<file path="config.mk">
export PLATFORM = sky130hd
export DESIGN_NAME = sr_cmd_gen_flat
export DESIGN_NICKNAME = d
export VERILOG_FILES = /design/src/rtl/sr_cmd_gen_pkg.sv /design/src/rtl/sr_cmd_gen_if.sv /design/src/rtl/sr_cmd_gen_timer.sv /design/src/rtl/sr_cmd_gen.sv /design/src/flat_wrapper.sv
export SDC_FILE = /design/constraint.sdc
export NUM_CORES = 1
export LEC_CHECK = 0
export ABC_AREA = 1
export CAP_MARGIN = 20
export CORE_MARGIN = 1.5
export CORE_UTILIZATION = 47
export DETAILED_ROUTE_END_ITERATION = 8
export PLACE_DENSITY = 0.83
export SLEW_MARGIN = 5
export SYNTH_ARGS = -nofsm -noshare
export SYNTH_HDL_FRONTEND = slang
export SYNTH_SLANG_ARGS = --single-unit
export TNS_END_PERCENT = 30
</file>
<file path="constraint.sdc">
create_clock -name clk -period 1.3 [get_ports clk]
set_input_delay 0.195 -clock clk [delete_from_list [all_inputs] [get_ports clk]]
set_output_delay 0.195 -clock clk [all_outputs]
set_load 0.05 [all_outputs]
</file>
<file path="src/rtl/sr_cmd_gen_pkg.sv">
// Shared types and widths for the SR flop command generator.
package sr_cmd_pkg;

    localparam int SR_CMD_CNT_W = 8;

    typedef enum logic [1:0] {
        IDLE,
        PULSE,
        GAP
    } sr_cmd_state_t;

endpackage

</file>
<file path="src/rtl/sr_cmd_gen_if.sv">
// Request handshake carrying the target q level into the command generator.
interface sr_cmd_gen_if;
    logic req_valid;
    logic req_data;
    logic req_ready;

    modport master (output req_valid, output req_data, input req_ready);
    modport slave  (input req_valid, input req_data, output req_ready);
endinterface

</file>
<file path="src/rtl/sr_cmd_gen_timer.sv">
// Loadable down-counter shared by the pulse-width and idle-gap phases.
module sr_pulse_timer
    import sr_cmd_pkg::*;
(
    input  logic                    clk,
    input  logic                    clear,
    input  logic                    load,
    input  logic [SR_CMD_CNT_W-1:0] load_val,
    output logic                    zero
);

    logic [SR_CMD_CNT_W-1:0] cnt;

    always_ff @(posedge clk or posedge clear) begin
        if (clear) begin
            cnt <= '0;
        end else if (load) begin
            cnt <= load_val;
        end else if (cnt != '0) begin
            cnt <= cnt - 1'b1;
        end
    end

    assign zero = (cnt == '0);

endmodule

</file>
<file path="src/rtl/sr_cmd_gen.sv">
// Converts target-level requests into single width-controlled S or R pulses,
// with a guaranteed idle gap and a q feedback check after each pulse.
module sr_cmd_gen
    import sr_cmd_pkg::*;
#(
    parameter int PULSE_W = 2,
    parameter int GAP_W   = 1
) (
    input  logic                    clk,
    input  logic                    clear,
    sr_cmd_gen_if.slave             req,
    input  logic                    q_fb,
    input  logic                    err_clr,
    output logic                    s,
    output logic                    r,
    output logic                    q_track,
    output logic                    err,
    output logic [SR_CMD_CNT_W-1:0] pulse_cnt
);

    localparam logic [SR_CMD_CNT_W-1:0] PULSE_LD = SR_CMD_CNT_W'(PULSE_W - 1);
    localparam logic [SR_CMD_CNT_W-1:0] GAP_LD   = SR_CMD_CNT_W'(GAP_W - 1);

    sr_cmd_state_t           state;
    logic                    target;
    logic                    accept;
    logic                    fire;
    logic                    tmr_load;
    logic [SR_CMD_CNT_W-1:0] tmr_val;
    logic                    tmr_zero;
    logic                    gap_end;

    assign req.req_ready = (state == IDLE);
    assign accept        = req.req_valid && (state == IDLE);
    // A request matching the tracked level is consumed without a pulse.
    assign fire          = accept && (req.req_data != q_track);
    assign tmr_load      = fire || ((state == PULSE) && tmr_zero);
    assign tmr_val       = (state == IDLE) ? PULSE_LD : GAP_LD;
    assign gap_end       = (state == GAP) && tmr_zero;

    sr_pulse_timer u_timer (
        .clk      (clk),
        .clear    (clear),
        .load     (tmr_load),
        .load_val (tmr_val),
        .zero     (tmr_zero)
    );

    always_ff @(posedge clk or posedge clear) begin
        if (clear) begin
            state     <= IDLE;
            s         <= 1'b0;
            r         <= 1'b0;
            target    <= 1'b0;
            q_track   <= 1'b0;
            err       <= 1'b0;
            pulse_cnt <= '0;
        end else begin
            case (state)
                IDLE: begin
                    if (fire) begin
                        state  <= PULSE;
                        s      <= req.req_data;
                        r      <= !req.req_data;
                        target <= req.req_data;
                    end
                end
                PULSE: begin
                    if (tmr_zero) begin
                        state     <= GAP;
                        s         <= 1'b0;
                        r         <= 1'b0;
                        q_track   <= target;
                        pulse_cnt <= pulse_cnt + 1'b1;
                    end
                end
                GAP: begin
                    if (tmr_zero) begin
                        state <= IDLE;
                    end
                end
                default: begin
                    state <= IDLE;
                    s     <= 1'b0;
                    r     <= 1'b0;
                end
            endcase

            // A fresh mismatch outranks a simultaneous clear request.
            if (gap_end && (q_fb != q_track)) begin
                err <= 1'b1;
            end else if (err_clr) begin
                err <= 1'b0;
            end
        end
    end

endmodule

</file>
<file path="src/flat_wrapper.sv">
// flat-port wrapper written by rule: the top's interface ports become plain ports
module sr_cmd_gen_flat import sr_cmd_pkg::*;
#(
    parameter int PULSE_W = 2,
    parameter int GAP_W   = 1
)
  (clk, clear, q_fb, err_clr, s, r, q_track, err, pulse_cnt, req_req_valid, req_req_data, req_req_ready);
  sr_cmd_gen_if req_i ();
  input  logic clk;
  input  logic clear;
  input  logic q_fb;
  input  logic err_clr;
  output logic s;
  output logic r;
  output logic q_track;
  output logic err;
  output logic [SR_CMD_CNT_W-1:0] pulse_cnt;
  input wire logic [$bits(req_i.req_valid)-1:0] req_req_valid;
  input wire logic [$bits(req_i.req_data)-1:0] req_req_data;
  output wire logic [$bits(req_i.req_ready)-1:0] req_req_ready;
  assign req_i.req_valid = req_req_valid;
  assign req_i.req_data = req_req_data;
  assign req_req_ready = req_i.req_ready;
  sr_cmd_gen #(.PULSE_W(PULSE_W), .GAP_W(GAP_W)) u_core (.clk(clk), .clear(clear), .req(req_i), .q_fb(q_fb), .err_clr(err_clr), .s(s), .r(r), .q_track(q_track), .err(err), .pulse_cnt(pulse_cnt));
endmodule
</file>
# Word-level counts from Yosys, hierarchy flattened
# Index checks and enable logic that the tools add are counted.
# classes
add_sub_neg	2
n_eq_ne	7
muxes	14
bitwise_logic	1
n_reduce_logical	16
# op_table
cell	n
8-bit two-way mux	2
8-bit by 1-bit adder with 8-bit output, second input constant	1
8-bit zero test	1
8-bit nonzero test	1
8-bit by 1-bit subtractor with 8-bit output, second input constant	1
1-bit two-way mux	6
2-bit two-way mux	3
2-bit by 1-bit != test with 1-bit output, second input constant	3
1-bit case mux with 3 select lines	2
2-bit case mux with 3 select lines	1
3-bit AND reduction	2
1-bit logical AND	5
2-bit AND reduction	2
2-bit nonzero test	2
2-bit by 1-bit == test with 1-bit output, second input constant	1
2-bit == test, second input constant	1
2-bit zero test	1
1-bit != test	2
1-bit zero test	1
1-bit logical OR	1
1-bit NOT	1
# totals
ff_bits	23
inputBits	6
output_inout_bits	13
word_cells	48

# Longest topological paths before layout
# logic_depth
word_depth	5
depth_mapped	9
mapped_depth_nobuf	9

# Hierarchy
# Synthesis repeated with hierarchy kept, for this count alone.
# unflattened
cells_unflattened	175
hier_area_um2	1355.0
# by_module_without_submodules
mod	instances	cells_each	area_per_inst_um2	seq_area_each_um2
sr_cmd_gen	1	104	824.5	375.4
sr_pulse_timer	1	71	530.5	200.2

# Worst setup path before layout
# Ideal clock, no wire load.
# synth_timing
path_type	register to register
from	register u_core.q_track
to	register u_core.u_timer.cnt[0]
arrival_ns	1.322
required_time_ns	1.172
setup_slack_ns	-0.150
path_stages_with_launch	8
path_buffers	0
cell_sequence	dfrtp_1 > inv_1 > nand2_1 > nand2_1 > nand2_1 > inv_1 > a21oi_1 > o21ai_0
# synth_via
elab_chain_cells	4
word_cells_on_any_way	5
# synth_rtl
element	line	source
start, declared	sr_cmd_gen.sv:16	output logic q_track,
start signal, assigned	sr_cmd_gen.sv:73	q_track <= target;
1-bit != test *	sr_cmd_gen.sv:36	assign fire = accept && (req.req_data != q_track);
1-bit logical AND *	sr_cmd_gen.sv:36	
1-bit logical OR *	sr_cmd_gen.sv:37	assign tmr_load = fire || ((state == PULSE) && tmr_zero);
8-bit two-way mux / 2-bit nonzero test (equally long branches)	--	
end signal, assigned	sr_cmd_gen_timer.sv:18	cnt <= load_val;
end signal, assigned	sr_cmd_gen_timer.sv:20	cnt <= cnt - 1'b1;
end, declared	sr_cmd_gen_timer.sv:12	logic [SR_CMD_CNT_W-1:0] cnt;
# Every way passes the cells marked *; elsewhere a longest branch is shown, timed or not.
# A chain may end at the register's enable or synchronous reset.

# Worst setup path after layout
# layout_timing
from	register u_core.u_timer.cnt[0]
to	register u_core.u_timer.cnt[0]
# layout_via
elab_chain_cells	4
word_cells_on_any_way	8
# layout_rtl
element
parallel branches: the longest is 4 deep, another holds 8-bit by 1-bit subtractor with 8-bit output
# Parallel ways; which one is timed is not known. The select of a mux whose other input is x is not followed.

==> flow_metrics.py <==
metrics = {
    "status": {
        "status": "finished, violations left",
        "failed_checks": "setup timing",
    },
    "power_and_ir_drop": {
        "power_uw": 4420,
        "leakagePower_uw": 0.000978,
        "max-vdd-ir-drop_uv": 2050,
        "pwr_density_cell_nw_per_um2": 2320,
    },
    "layout": {
        "flow.area_growth_from_synthesis_pct": 48.2,
        "final_core_utilization_pct": 75.6,
        "fin_cells": 236,
        "drive_above_1_share_pct": 37.9,
        "antennaDiodeCount": 0,
        "final_design_area_no_fill_um2": 1910,
        "final_net_count": 216,
    },
    "drt": {
        "drt_first_pass_iters": 4,
        "first_iter_violations": 55,
        "postRouteWirelength_um": 3630,
        "wl_met2_um": 1880,
        "drt-met1-wl_um": 1390,
        "route.met3.wl_um": 193,
        "viasPerCell": 5.45,
        "wl_per_cell_um": 15.4,
        "route.antenna.remaining_nets": 0,
        "remaining_drc_errors": 0,
        "number_of_vias_after_detailed_routing": 1287,
        "maxUsedRoutingLayer": "met4",
    },
    "sta": {
        "finalClockSkew_ns": 0.00398,
        "slew_viol_final": 0,
        "setup_repair_after_global_routing_missed_its_margin": "yes",
        "setup_tns_ns": -0.864,
        "setup_viol": 19,
        "timing_hold_violations_final": 0,
        "max-slew-margin-rel_pct": 70.7,
        "setup_slack_ns": -0.126,
        "finalWorstPathRequiredPeriod_ns": 1.43,
        "fmax_ghz": 0.701,
        "post-route-period-util_pct": 110,
        "worstMarginPinSlew_ns": 0.440,
    },
    "placement": {
        "placed_cells_incl_taps": 227,
        "detailed_place.area_um2": 1750,
        "gp_congestion": 0.806,
        "hpwlAfterDp_um": 2190,
        "place.port_buffers": 18,
    },
    "floorplanning": {
        "fp.dieArea_um2": 3060,
        "floorplan.rows": 18,
        "floorplan.io_pins": 19,
        "dieHeight_um": 55.3,
        "initial_cell_density_of_the_core_pct": 51.0,
        "die_w_um": 55.3,
        "floorplan.core_area_um2": 2520,
    },
    "clock_network": {
        "cts_max_path_buffers": 2,
        "worstSkewPairLatency_ns": 0.32,
        "cts.sinks": 23,
        "htree_num_levels": 1,
        "cts_inserted_buffers": 3,
        "clockRootBuffer": "sky130_fd_sc_hd__clkbuf_4",
        "cts_tree": "done",
        "clk_transition_reported_paths_ns": 0.13,
        "cts_hold_buffers": 0,
    },
    "synthesis": {
        "ys_types": 24,
        "synth_area_per_cell_um2": 7.84,
        "netlist.top_cell.by_area": "sky130_fd_sc_hd__dfrtp_1",
        "synth.yosys.seq_area_share_pct": 44.7,
        "synth_area_leaders": "sky130_fd_sc_hd__dfrtp_1, sky130_fd_sc_hd__nand2_1, sky130_fd_sc_hd__inv_1",
        "post_synth_net_total": 173,
        "synth.top_cell.area_share_pct": 44.7,
        "syn-instance-count": 164,
        "synth.ff_latch_count": 23,
        "synthesis.area_um2": 1290,
        "yosys_warning_count": 0,
    },
    "global_route": {
        "grt_antenna_before_repair": 0,
        "grt.overflow.total": 0,
        "grt_max_degree": 24,
        "global_route.usage.total_pct": 21.6,
        "grt_pass1_wl_um": 5400,
        "grt_pass1_vias": 1271,
    },
    "critical_path": {
        "critical_path.endpoint_type": "flip-flop",
        "worstPathMaxFanout": 5,
        "crit_path_top_delay_cell": "sky130_fd_sc_hd__dfrtp_1",
        "start_kind": "flip-flop",
        "worst_ep_required_time_ns": 1.51,
        "cp_data_arrival_time_ns": 1.64,
        "cp_cell_sequence": "inv_2 > ha_4 > nand2_4 > nor2_8 > buf_6 > buf_4 > a21oi_1 > o21ai_1",
        "path_delay_family": "flip-flops",
        "cp.buffers_inverters": 3,
        "category_of_the_critical_setup_timing_path": "flip-flop to flip-flop",
        "worst_path_largest_cell_delay_ns": 0.42,
    },
    "hold_path": {
        "min-delay-path-class": "input pin to asynchronous set/reset pin",
    },
    "flow_run": {
        "drv_cap": 0,
    },
}
[path summary, 6_finish.rpt]
path,cells past startpoint,end,startpoint,slack (ns)
setup / recovery,8,u_core.u_timer.cnt[0],u_core.u_timer.cnt[0],-0.13
hold / removal,3,u_core.state[0],clear,0.21
setup reg to reg,8,u_core.u_timer.cnt[0],u_core.u_timer.cnt[0],-0.13
hold reg to reg,2,u_core.r,u_core.r,0.55
max in group asynchronous,3,u_core.pulse_cnt[2],clear,0.85
min in group clk,2,u_core.err,err_clr,0.42
[metal layers]
metal,vias to the layer above,GRT usage (%)
met4,0,8.71
met5,-,0
met1,607,25.6
met3,19,3.75
met2,66,38.4
li1,595,-
[metrics by stage]
stage               worst slack [ns]  hold slack [ns]
floorplan                     0.0108            0.197
global placement             -0.0605            0.514
detailed placement            -0.163            0.525
CTS                          -0.0355            0.217
global route                  -0.178            0.252
finish                        -0.126            0.206
[synthesized netlist by cell type, drive strengths merged]
cell type / count
a21oi: 5
buf: 1
dfrtp: 23
ha: 3
inv: 31
nand2: 46
nand3: 10
nand3b: 1
nand4: 3
nor2: 22
nor3: 2
o21a: 1
o21ai: 11
xnor2: 1
xor2: 4
[final cells by class]
| type | count | area (um^2) |
|---|---|---|
| clock buffers | 3 | 22.5 |
| inverters | 31 | 119 |
| well taps | 30 | 37.5 |
| repair buffers | 38 | 468 |
| multi-input cells | 110 | 672 |
| fillers | 141 | 616 |
| clock inverters | 1 | 5.00 |
| flip-flops and latches | 23 | 583 |
[layout by cell type, fill, tap and decap left out]
cell,count
sky130_fd_sc_hd__nand2_1,35
sky130_fd_sc_hd__inv_1,24
sky130_fd_sc_hd__buf_4,18
sky130_fd_sc_hd__dfrtp_1,17
sky130_fd_sc_hd__nor2_1,16
sky130_fd_sc_hd__buf_12,13
sky130_fd_sc_hd__nand2_2,8
sky130_fd_sc_hd__nand3_1,8
sky130_fd_sc_hd__inv_2,6
sky130_fd_sc_hd__dfrtp_2,6
sky130_fd_sc_hd__o21ai_0,5
sky130_fd_sc_hd__a21oi_1,5
sky130_fd_sc_hd__clkdlybuf4s50_1,5
sky130_fd_sc_hd__nor2_2,4
sky130_fd_sc_hd__nand2_4,3
sky130_fd_sc_hd__o21ai_1,3
sky130_fd_sc_hd__o21ai_2,3
sky130_fd_sc_hd__xor2_1,3
sky130_fd_sc_hd__clkbuf_4,3
sky130_fd_sc_hd__nand3_2,2
sky130_fd_sc_hd__nand4_1,2
sky130_fd_sc_hd__ha_4,2
sky130_fd_sc_hd__buf_6,2
sky130_fd_sc_hd__nor2_4,1
sky130_fd_sc_hd__nor2_8,1
sky130_fd_sc_hd__nand2_8,1
sky130_fd_sc_hd__nor3_2,1
sky130_fd_sc_hd__o21a_1,1
sky130_fd_sc_hd__xor2_2,1
sky130_fd_sc_hd__nand4_2,1
sky130_fd_sc_hd__nor3_1,1
sky130_fd_sc_hd__inv_4,1
sky130_fd_sc_hd__xnor2_1,1
sky130_fd_sc_hd__nand3b_1,1
sky130_fd_sc_hd__ha_1,1
sky130_fd_sc_hd__clkinv_2,1
[power by group]
group / total (uW) / internal (uW) / switching (uW)
logic: 2830 / 1270 / 1560
registers: 1250 / 976 / 273
clock network: 341 / 115 / 226
total: 4420 / 2360 / 2060
[state kept, by name, indices dropped and copies added (netlist names)]
register	flops
u_core.q_track	1
u_core.pulse_cnt	8
u_core.err	1
u_core.state	2
u_core.r	1
u_core.u_timer.cnt	8
u_core.s	1
u_core.target	1
[cell families (layout without fill, tap and decap cells)]
logic type	Yosys count	after routing	share of synthesized area [%]
adder cells (fa/ha/maj)	3	3	2.92
AO/OA/AOI/OAI	17	17	7.39
AND/OR/NAND/NOR	84	85	31.6
flip-flops	23	23	44.7
XOR/XNOR	5	5	3.40
buffers and inverters	32	73	9.92
[worst min-delay path: stages]
cell and delay [ns]:
sky130_fd_sc_hd__clkdlybuf4s50_1 0.40, sky130_fd_sc_hd__inv_1 0.05, sky130_fd_sc_hd__buf_4 0.29
[what timing repair did]
item,4_1_cts,5_1_grt
gates cloned,0,1
gates resized for setup,11,17
pin swaps,2,6
buffers inserted,1,3
endpoints found under the setup margin,18,24
Note: power is estimated with default switching activity, not from simulation.
==> RTL edit 1 (same settings) <==
Change the package constant `SR_CMD_CNT_W` from 8 to 7.
--- a/src/rtl/sr_cmd_gen_pkg.sv
+++ b/src/rtl/sr_cmd_gen_pkg.sv
@@ -2,5 +2,5 @@
 package sr_cmd_pkg;
 
-    localparam int SR_CMD_CNT_W = 8;
+    localparam int SR_CMD_CNT_W = 7;
 
     typedef enum logic [1:0] {
Interface: changed (resized pulse_cnt); port bits go from 19 to 18. No check against the original RTL was run, so the function may have changed too.
==> RTL edit 1 against the original RTL <==
  * The run still ends with negative setup slack left
  * Wire length decreased by 17%
  * Setup slack improved by 52 ps
  * Worst hold slack got worse by 5.7 ps
  * Clock power decreased by 4%
  * Sequential share of layout area increased by 0.18 points
  * Power decreased by 10%
  * Sequential cell count decreased by 2
  * Area after synthesis decreased by 7.9%
  * Design area decreased by 10%
  * Clock skew increased by 5.4 ps
  * Synthesized cell count decreased by 5.5%
  * Die area decreased by 7.5%
  * Critical path type unchanged
  * Largest cell class unchanged
  * Largest power group unchanged
  * Highest routed layer unchanged
==> RTL edit 1: results (changes against the original RTL) <==
Status: finished, violations left (unchanged)
Failing checks: negative setup slack (unchanged)
Vias/cell: 5.22 (was 5.45)
Pwr Density: 2310 nW/um^2 (was 2320 nW/um^2)
First-pass GRT wire length: 4.93 mm (was 5.40 mm)
Worst-Skew Late Latency: 320 ps (about the same)
Complex-gate fraction of the synthesized area: 0.0496 (was 0.0739)
Main area contributors after synthesis: dfrtp_1 (44%), nand2_1 (15%), inv_1 (8.2%) (was dfrtp_1 (45%), nand2_1 (12%), inv_1 (8.5%))
Drt total wl: 3.00 mm (was 3.63 mm)
Syn nets: 164 (was 173)
Root Driver: clkbuf_4 (unchanged)
Worst hold path type: primary input to asynchronous set/reset pin (unchanged)
Sequential-to-total area share from yosys stat: 0.444 (was 0.447)
Tot GR Track Use: 0.239 (was 0.216)
Post-Syn Area per Cell: 7.64 um^2 (was 7.84 um^2)
Leakage power: 0.000872 uW (was 0.000978 uW)
Power share of the combinational group: 0.616 (was 0.640)
Dpl ws: -120 ps (was -163 ps)
Synth top cells by count: nand2_1 (48), inv_1 (26), dfrtp_1 (21) (was nand2_1 (41), inv_1 (29), dfrtp_1 (23))
Ys async rst share: 1.00 (unchanged)
Yosys warnings: 0 (unchanged)
CTS-repair resized insts: 9 (was 11)
Net Switching: 1880 uW (was 2060 uW)
Placement-stage cell area: 1580 um^2 (was 1750 um^2)
Max transition margin: 0.783 (was 0.707)
Nets@finish: 200 (was 216)
Fin worst setup slack: -73.6 ps (was -126 ps)
Inst Count DP: 209 (was 227)
Final HPWL DP: 1.93 mm (was 2.19 mm)
IO buf count: 17 (was 18)
Setup Buffers After CTS: 3 (was 1)
Layout cells sized above 1: 0.300 (was 0.379)
Gp weighted congestion: 0.872 (was 0.806)
Area share of fa/ha/maj cells after synthesis: 0.0317 (was 0.0292)
Crit. Startpoint: u_core.u_timer.cnt[0] (unchanged)
Critical Path AT: 1630 ps
1st-iter DRT viols: 34 (was 55)
Largest net degree at the start of global routing: 22 (was 24)
Worst-case vdd ir drop: 0.00169 V (was 0.00205 V)
Fillers: 184 (was 141)
Largest registers: u_core.pulse_cnt x7, u_core.u_timer.cnt x7, u_core.state x2 (was u_core.pulse_cnt x8, u_core.u_timer.cnt x8, u_core.state x2)
Synth cell types: 20 (was 24)
Vias: 1148 (was 1287)
Clock distribution power: 328 uW (was 341 uW)
TNS Setup: -678 ps (was -864 ps)
Crit Path Max Fanout: 6 (was 5)
Worst Skew: 9.41 ps (was 3.98 ps)
Setup violators final: 17 (was 19)
Post-Synth XOR/XNOR Area: 0.0359 (was 0.0340)
Mux contribution to synthesized area: 0 (unchanged)
-- RTL edit 1: cell types whose count changed in the layout (fill, tap and decap cells not counted), sizes merged, moves of 2 or more --
cell	before	now
nand3	10	21
dfrtp	23	21
o21ai	11	7
inv	31	27
buf	33	25
nor3	2	0
nor2	22	17
-- RTL edit 1: logic make-up after synthesis --
group           count (synthesis)
fa+ha+maj                       3
compound gates                 11
xor+xnor                        4
flops                          21
buf+inv                        28
simple gates                   88
-- RTL edit 1: per-layer routing --
layer,vias up,wire length (um),track usage
met5,-,0,0
met4,0,35,0.0598
met3,4,97,0.0311
met2,33,1570,0.393
met1,554,1300,0.331
li1,557,-,-
-- RTL edit 1: final cells by class --
cell class / instances / area [um^2] / area share
multi-input cells: 108 / 631 / 0.367
flip-flops and latches: 21 / 528 / 0.308
repair buffers: 30 / 392 / 0.228
inverters: 27 / 101 / 0.0590
well taps: 30 / 37.5 / 0.0219
clock buffers: 3 / 22.5 / 0.0131
clock inverters: 1 / 5.00 / 0.00292
-- RTL edit 1: path summary, 6_finish.rpt --
| check | depth (start not counted) | slack (ps) | end |
|---|---|---|---|
| min reg2reg | 2 | 520 | u_core.target |
| min | 3 | 200 | u_core.pulse_cnt[2] |
| max | 7 | -70 | u_core.pulse_cnt[0] |
| max reg2reg | 7 | -70 | u_core.pulse_cnt[0] |
| min in group clk | 2 | 440 | u_core.err |
| max in group asynchronous | 3 | 850 | u_core.pulse_cnt[1] |
-- RTL edit 1: critical path: cells and delay by family, from the launching register on --
kind / cells / cell delay (ps)
simple gates: 3 / 500
buf+inv: 2 / 130
flops: 1 / 410
fa+ha+maj: 1 / 140
xor+xnor: 1 / 130
